**src/rtl/memory_access.sv**
```systemverilog
// Memory-access stage: RV32I loads/stores over a req/gnt/rvalid data-memory port,
// with a registered result for writeback and an upstream stall while busy.
module memory_access #(
  parameter int XLEN     = 32,
  parameter int RD_WIDTH = 5
) (
  input  logic                clk_i,
  input  logic                rst_i,
  input  logic                E_valid_i,
  input  logic [XLEN-1:0]     E_valE_i,
  input  logic [XLEN-1:0]     E_rs2_data_i,
  input  logic                E_op_load_i,
  input  logic                E_op_store_i,
  input  logic [2:0]          E_funct3_i,
  input  logic [RD_WIDTH-1:0] E_rd_i,
  input  logic                E_wb_en_i,
  output logic                M_stall_o,
  output logic                dmem_req_o,
  output logic                dmem_we_o,
  output logic [XLEN-1:0]     dmem_addr_o,
  output logic [XLEN-1:0]     dmem_wdata_o,
  output logic [3:0]          dmem_wstrb_o,
  input  logic                dmem_gnt_i,
  input  logic                dmem_rvalid_i,
  input  logic [XLEN-1:0]     dmem_rdata_i,
  output logic                M_valid_o,
  output logic [XLEN-1:0]     M_valM_o,
  output logic [RD_WIDTH-1:0] M_rd_o,
  output logic                M_wb_en_o,
  output logic                M_misalign_o
);

  typedef enum logic [1:0] {IDLE, REQ, WAIT} state_t;

  state_t                state;
  logic [2:0]            funct3_q;
  logic [1:0]            lo_q;
  logic [RD_WIDTH-1:0]   rd_q;
  logic                  wb_en_q;

  logic                  is_mem;
  logic                  misalign;
  logic [XLEN-1:0]       wdata_fmt;
  logic [3:0]            wstrb_fmt;
  logic [7:0]            byte_sel;
  logic [15:0]           half_sel;
  logic [XLEN-1:0]       load_fmt;

  assign M_stall_o = (state != IDLE);
  assign is_mem    = E_op_load_i | E_op_store_i;

  // Size comes from funct3[1:0]; the undefined 011 pattern behaves as a word.
  assign misalign = is_mem &&
                    (((E_funct3_i[1:0] == 2'b01) && E_valE_i[0]) ||
                     (E_funct3_i[1] && (E_valE_i[1:0] != 2'b00)));

  always_comb begin
    wdata_fmt = E_rs2_data_i;
    wstrb_fmt = 4'b1111;
    case (E_funct3_i[1:0])
      2'b00: begin
        wdata_fmt = {4{E_rs2_data_i[7:0]}};
        wstrb_fmt = 4'b0001 << E_valE_i[1:0];
      end
      2'b01: begin
        wdata_fmt = {2{E_rs2_data_i[15:0]}};
        wstrb_fmt = E_valE_i[1] ? 4'b1100 : 4'b0011;
      end
      default: ;
    endcase
  end

  always_comb begin
    case (lo_q)
      2'd0:    byte_sel = dmem_rdata_i[7:0];
      2'd1:    byte_sel = dmem_rdata_i[15:8];
      2'd2:    byte_sel = dmem_rdata_i[23:16];
      default: byte_sel = dmem_rdata_i[31:24];
    endcase
    half_sel = lo_q[1] ? dmem_rdata_i[31:16] : dmem_rdata_i[15:0];
    case (funct3_q)
      3'b000:  load_fmt = {{24{byte_sel[7]}}, byte_sel};
      3'b001:  load_fmt = {{16{half_sel[15]}}, half_sel};
      3'b100:  load_fmt = {24'd0, byte_sel};
      3'b101:  load_fmt = {16'd0, half_sel};
      default: load_fmt = dmem_rdata_i;
    endcase
  end

  // NOTE: all state here uses non-blocking assignments so every register samples
  // pre-edge values; blocking ones would make the result depend on statement order.
  always_ff @(posedge clk_i) begin
    if (rst_i) begin
      state        <= IDLE;
      funct3_q     <= '0;
      lo_q         <= '0;
      rd_q         <= '0;
      wb_en_q      <= 1'b0;
      dmem_req_o   <= 1'b0;
      dmem_we_o    <= 1'b0;
      dmem_addr_o  <= '0;
      dmem_wdata_o <= '0;
      dmem_wstrb_o <= '0;
      M_valid_o    <= 1'b0;
      M_valM_o     <= '0;
      M_rd_o       <= '0;
      M_wb_en_o    <= 1'b0;
      M_misalign_o <= 1'b0;
    end else begin
      M_valid_o <= 1'b0;
      case (state)
        IDLE: begin
          if (E_valid_i) begin
            if (!is_mem || misalign) begin
              M_valid_o    <= 1'b1;
              M_valM_o     <= E_valE_i;
              M_rd_o       <= E_rd_i;
              M_wb_en_o    <= E_wb_en_i & ~is_mem;
              M_misalign_o <= is_mem;
            end else begin
              state        <= REQ;
              funct3_q     <= E_funct3_i;
              lo_q         <= E_valE_i[1:0];
              rd_q         <= E_rd_i;
              wb_en_q      <= E_wb_en_i;
              dmem_req_o   <= 1'b1;
              dmem_we_o    <= E_op_store_i;
              dmem_addr_o  <= {E_valE_i[XLEN-1:2], 2'b00};
              dmem_wdata_o <= E_op_store_i ? wdata_fmt : '0;
              dmem_wstrb_o <= E_op_store_i ? wstrb_fmt : 4'b0000;
            end
          end
        end
        REQ: begin
          if (dmem_gnt_i) begin
            dmem_req_o <= 1'b0;
            if (dmem_we_o) begin
              state        <= IDLE;
              M_valid_o    <= 1'b1;
              M_valM_o     <= {dmem_addr_o[XLEN-1:2], lo_q};
              M_rd_o       <= rd_q;
              M_wb_en_o    <= 1'b0;
              M_misalign_o <= 1'b0;
            end else begin
              state <= WAIT;
            end
          end
        end
        WAIT: begin
          if (dmem_rvalid_i) begin
            state        <= IDLE;
            M_valid_o    <= 1'b1;
            M_valM_o     <= load_fmt;
            M_rd_o       <= rd_q;
            M_wb_en_o    <= wb_en_q;
            M_misalign_o <= 1'b0;
          end
        end
        default: state <= IDLE;
      endcase
    end
  end

endmodule

```
**config.mk**
```make
export PLATFORM = sky130hd
export DESIGN_NAME = memory_access
export DESIGN_NICKNAME = d
export VERILOG_FILES = /design/src/rtl/memory_access.sv
export SDC_FILE = /design/constraint.sdc
export NUM_CORES = 1
export LEC_CHECK = 0
export ABC_AREA = 1
export CORE_ASPECT_RATIO = 0.6
export CORE_MARGIN = 2
export CORE_UTILIZATION = 49
export DETAILED_ROUTE_END_ITERATION = 7
export GPL_TIMING_DRIVEN = 0
export PLACE_DENSITY = 0.93
export SLEW_MARGIN = 20
export SYNTH_ARGS = -nofsm -noshare
export SYNTH_HDL_FRONTEND = slang
export SYNTH_SLANG_ARGS = --single-unit
```
**constraint.sdc**
```tcl
create_clock -name clk_i -period 2.74 [get_ports clk_i]
set_input_delay 0.274 -clock clk_i [delete_from_list [all_inputs] [get_ports clk_i]]
set_output_delay 0.274 -clock clk_i [all_outputs]
set_load 0.03 [all_outputs]
```
==> results.toml, run 1 <==
[run_status]
status = "finished clean"

[route]
wl_met2_um = 10200
wl_per_cell_um = 18.6
m1WireLength_um = 10800
viasPerCell = 5.72
top_layer = "met4"
dr.pass1.iters = 7
wirelength_um = 25400
postRouteAntennaNets = 0
dr_wl_met3_um = 3730
drc_errors = 0
drt-initial-drc-count = 1131
via_count = 7822

[synth]
synth_area_leaders = "dfxtp_1 (39%), nand2_1 (14%), a21oi_1 (13%), o21ai_0 (7.1%), nor2_1 (5.2%)"
syn_area_per_cell_um2 = 6.55
yosys.area.top_type = "dfxtp_1"
syn_inst = 952
synthDominantCellAreaShare = 0.388
ys_types = 30
ys_warn_count = 0
yosys-top-cells-count = "nand2_1 (237), a21oi_1 (162), dfxtp_1 (121)"
async_flop_share = 0
synth_edf_count = 0
synthesis.area_mm2 = 0.00624
ys_seq_elements = 121
post-synth-top-count-cell = "nand2_1"
ys_seq_area_frac = 0.388
ys.flop_type = "dfxtp_1"

[clocking]
numCtsBuffers = 17
clk_path_buf_depth = 2
cts_max_level = 4
cts_tree = "yes"
clock-sinks = 121
path_clk_slew_ns = 0.06
clk_latency_ns = 0.43
cts_root_buf = "clkbuf_16"

[layout]
drive_gt1_frac = 0.0815
diodes = 0
final_nets = 1307
syn_to_final_growth_pct = 47.8
design_area_mm2 = 0.00922
fill_cells = 938

[sta]
relSlewSlack = 0.565
clock.fmax_ghz = 0.388
fin_crit_sh = 0.940
setup_tns_ns = 0
fin_crit_ns = 2.58
slew_viol_final = 0
final-hold-violation-count = 0
worstMarginPinSlew_ns = 0.652
finalSetupViolCount = 0
fin_skew_ns = 0.0118
rsz0062_at_grt = "false"

[critical_path]
path_cells = "inv_1 -> ha_1 -> clkbuf_1 -> clkinv_1 -> clkbuf_1 -> a21oi_1 -> nand2_1 -> o21ai_0 -> a21oi_1"
critPathCaptureType = "register"
crit_path_start_kind = "register"
cp_slowest_cell = "clkbuf_1"
ff2ff_path_depth = 9
worstReg2RegEnd = "M_valM_o[20]"
r2r_start = "state[0]"
cp_max_fo = 10
critPathRequiredTime_ns = 3.04
critPathArrivalTime_ns = 2.87
slowest_delay_ns = 0.47
rrSetupSlack_ns = 0.16
critPathKind = "reg2reg"

[place]
numPortBuffers = 219
place_congestion = 1.01
dpl-instance-area_mm2 = 0.00864
dp_hpwl_um = 18900

[global_route]
antenna_found_initial = 0
grt_max_degree = 17
grt_overflow = 0
grt_pass1_vias = 7199
grt_pass1_wl_um = 39000
grt_usage = 0.369

[power]
power_density_mw_per_mm2 = 897
seqPwrFrac = 0.278
switching_share = 0.426
leakage_nw = 3.71
pwr-share-comb = 0.453
ir_worst_vdd_v = 0.000524
clockPowerShare = 0.269
internal_power_mw = 4.75
p_sw_mw = 3.52

[die]
die_w_um = 150
dieArea_mm2 = 0.0137
coreArea_mm2 = 0.0123
fp-row-count = 31
die_h_um = 91.4
pin_count = 223
initial_core_util = 0.509

[job]
drv_cap = 0

[worst_hold_path]
hold_start = "E_valid_i"
hold_class = "in2reg"
whs_endpoint = "funct3_q[2]"
hold-path-cell-count = 3
==> through the flow <==
step	setup WS, ns	hold slack, ns	util	std cells	power (mW)
floorplan	0.917	0.417	-	953	4.50
detailed placement	0.241	0.455	0.705	1337	5.92
CTS	0.223	0.238	0.752	1367	8.15
finish	0.164	0.250	0.752	1367	8.27
global route	0.0115	0.256	0.752	1367	8.61
global placement	0.338	0.440	0.705	1337	5.85
==> worst max path at each step <==
stage               startpoint      endpoint  slack, ns  cells after the start
finish                state[0]  M_valM_o[20]       0.16                      9
floorplan             state[0]  M_valM_o[26]       0.92                     10
global placement      state[0]  M_valM_o[12]       0.34                     10
detailed placement    state[0]  M_valM_o[17]       0.24                     10
CTS                   state[0]  M_valM_o[17]       0.22                     10
global route          state[0]     M_rd_o[0]       0.01                      9
==> power groups by stage <==
stage	clock [mW]	sequential, mW	combinational (mW)
floorplan	0	2.82	1.68
global placement	0	2.30	3.55
detailed placement	0	2.31	3.61
CTS	2.21	2.29	3.65
global route	2.29	2.32	4.00
finish	2.23	2.30	3.75
==> layout make-up <==
class | instances | area (um2) | share of cell area
flip-flops and latches | 121 | 2420 | 0.263
repair buffers | 219 | 2190 | 0.238
multi-input cells | 697 | 3220 | 0.349
clock buffers | 19 | 453 | 0.0491
plain buffers | 70 | 357 | 0.0387
inverters | 65 | 244 | 0.0265
well taps | 165 | 206 | 0.0224
clock inverters | 11 | 124 | 0.0134
==> routing by layer <==
metal | global-route usage | up-vias
met2 | 0.513 | 612
met5 | 0 | -
met4 | 0.114 | 0
met3 | 0.102 | 78
met1 | 0.548 | 3548
li1 | - | 3584
==> registers in the layout (all words and copies together), names as in the netlist <==
signal        flops
M_valM_o         32
dmem_wdata_o     32
dmem_addr_o      30
M_rd_o            5
rd_q              5
dmem_wstrb_o      4
funct3_q          3
lo_q              2
state             2
M_misalign_o      1
M_valid_o         1
M_wb_en_o         1
dmem_req_o        1
dmem_we_o         1
wb_en_q           1
==> cells in the final DEF, fill, tap and decap left out, drive strengths merged <==
cell type      count
clkdlybuf4s50    219
o21ai            100
clkinvlp           3
nor3               5
o221ai             5
bufinv             2
or2                6
a21oi            169
nand4              1
buf               30
inv               65
clkbuf            59
nor3b              1
nand2            241
nor2             104
ha                 4
dfxtp            121
a31oi              1
clkinv             6
o211ai             3
conb               2
nand3             55
==> cells by family after synthesis <==
group | share of synthesized area
compound gates | 0.232
fa+ha+maj | 0.00802
buf+inv | 0.0960
flops | 0.388
other cells | 0.000601
simple gates | 0.276
==> critical path, delay by kind of cell (launching register included) <==
kind | cells | cell delay [ns]
compound gates | 3 | 0.46
fa+ha+maj | 1 | 0.27
buf+inv | 4 | 1.24
flops | 1 | 0.40
simple gates | 1 | 0.07
==> what timing repair did <==
item / in CTS / in global routing
setup buffers: 0 / 0
endpoints found under the hold margin: 0 / 0
hold buffers: 0 / 0
gates resized for setup: 0 / 2
setup endpoints to repair: 0 / 8
Power figures use the tool's default switching activity.
==> run 2: changes to the inputs <==
- CTS_CLUSTER_DIAMETER: unset -> 150
- SLEW_MARGIN: 20 -> 0
==> results of run 2 <==
Final layout, timing and power as in run 1 (identical DEF).
==> run 3: changes to the inputs <==
- CORE_UTILIZATION: 49 -> 35
- PLACE_DENSITY: 0.93 -> 0.72
==> run 3 against run 2 <==
  * Hold slack improved by 0.0041 ns
  * Clock skew rose by 0.00062 ns
  * Die area rose by 38%
  * Combinational power barely moved
  * Global-route usage fell by 10 points
  * Sequential share of layout area fell by 0.24 points
  * Count of clock-buffer cells in the layout fell by 2
  * Non-clock buffer count fell by 1
  * Sequential power barely moved
  * Via count fell by 4.2%
  * Core utilization fell by 21 points
  * Critical endpoint is now M_valM_o[16]
  * Largest power group unchanged
==> results.toml, run 3 (same netlist as run 1, synthesis figures left out) <==
[run_status]
status = "finished clean"

[sta]
rsz0062_at_grt = "false"
slew_viol_final = 0
setup_tns_ns = 0
relSlewSlack = 0.579
clock.fmax_ghz = 0.416
fin_skew_ns = 0.0124
fin_crit_sh = 0.877
final-hold-violation-count = 0
fin_crit_ns = 2.40
finalSetupViolCount = 0
whs_ns = 0.254
layout_setup_ws_ns = 0.338
worstMarginPinSlew_ns = 0.632

[die]
initial_core_util = 0.360
pin_count = 223
dieArea_mm2 = 0.0189
die_w_um = 176
die_h_um = 107
coreArea_mm2 = 0.0173
fp-row-count = 37

[critical_path]
critPathCaptureType = "register"
critPathArrivalTime_ns = 2.76
ff2ff_path_depth = 9
critPathKind = "reg2reg"
cp_max_fo = 10
critPathRequiredTime_ns = 3.09
crit_path_start_kind = "register"

[clocking]
clk_path_buf_depth = 2
post_cts_buffers = 0
clock-sinks = 121
path_clk_slew_ns = 0.07
cts_tree = "yes"
cts_max_level = 4
cts_root_buf = "clkbuf_16"
clk_latency_ns = 0.42
numCtsBuffers = 17
cts_hold_buf = 0
post_cts_resized = 0

[route]
via_count = 7491
viasPerCell = 5.21
drc_errors = 0
wl_per_cell_um = 17.9
postRouteAntennaNets = 0
drt-initial-drc-count = 911
wirelength_um = 25700
dr.pass1.iters = 5

[layout]
final_cell_mix = "nand2_1 (237), clkdlybuf4s50_1 (219), a21oi_1 (162), dfxtp_1 (121), o21ai_0 (88)"
design_area_mm2 = 0.00930
final_common_cell = "nand2_1"
drive_gt1_frac = 0.0823
reg_top3 = "M_valM_o (32), dmem_wdata_o (32), dmem_addr_o (30)"
diodes = 0
fin_util = 0.537
syn_to_final_growth_pct = 49.1
finalNonFillerCells = 1437
final_nets = 1306

[power]
power_density_mw_per_mm2 = 887
ir_worst_vdd_v = 0.000552
leakage_nw = 3.71
design_power_total_mw = 8.26

[global_route]
antenna_found_initial = 0
grt_pass1_vias = 6863
grt_usage = 0.267
grt_max_degree = 17
grt_overflow = 0
grt_pass1_wl_um = 38700

[place]
pre_cts_ws_ns = 0.187
numPortBuffers = 219
dp_hpwl_um = 20000
place_congestion = 0.964
dpl-instance-area_mm2 = 0.00873
dp.cells = 1406

[job]
drv_cap = 0

[worst_hold_path]
hold_class = "in2reg"
hold-path-cell-count = 3
-- run 3: cell count changes in the layout (fill, tap and decap cells not counted) --
cell        change
clkbuf_8        -2
inv_6           +6
inv_8           +3
clkinv_2        -2
clkinv_4        -1
clkbuf_2        -1
bufinv_16       -1
clkinvlp_4      -1
-- run 3: area by class of cell --
type / instances / area (um2)
plain buffers: 69 / 352
clock buffers: 17 / 425
clock inverters: 15 / 154
fillers: 1689 / 8010
inverters: 65 / 244
multi-input cells: 697 / 3220
flip-flops and latches: 121 / 2420
well taps: 234 / 293
repair buffers: 219 / 2190
-- run 3: worst paths after layout --
check | start | to | slack [ns]
hold / removal | E_valid_i | dmem_addr_o[3] | 0.25
setup reg to reg | state[0] | M_valM_o[16] | 0.34
hold reg to reg | rd_q[0] | rd_q[0] | 0.45
setup / recovery | state[0] | M_valM_o[16] | 0.34
-- run 3: report_power, final --
| part | switching, mW | leakage (nW) | internal, mW | total (mW) |
|---|---|---|---|---|
| registers | 0.218 | 0.988 | 2.08 | 2.30 |
| logic | 2.43 | 2.44 | 1.30 | 3.73 |
| clock network | 0.950 | 0.282 | 1.29 | 2.24 |
| total | 3.59 | 3.71 | 4.66 | 8.26 |
-- run 3: layer usage --
layer / GRT usage / vias up / share of wire
met4: 0.0655 / 0 / 0.014
li1: - / 3594 / -
met5: 0 / - / 0
met3: 0.0703 / 32 / 0.12
met2: 0.367 / 403 / 0.39
met1: 0.405 / 3462 / 0.47
-- run 3: worst max-delay path: stages (launching register included) --
cell,delay (ns)
dfxtp_1,0.39
inv_1,0.08
ha_1,0.57
nor2_1,0.08
nor3_1,0.17
nand2_1,0.15
inv_2,0.10
clkbuf_1,0.48
o21ai_0,0.19
a21oi_1,0.15
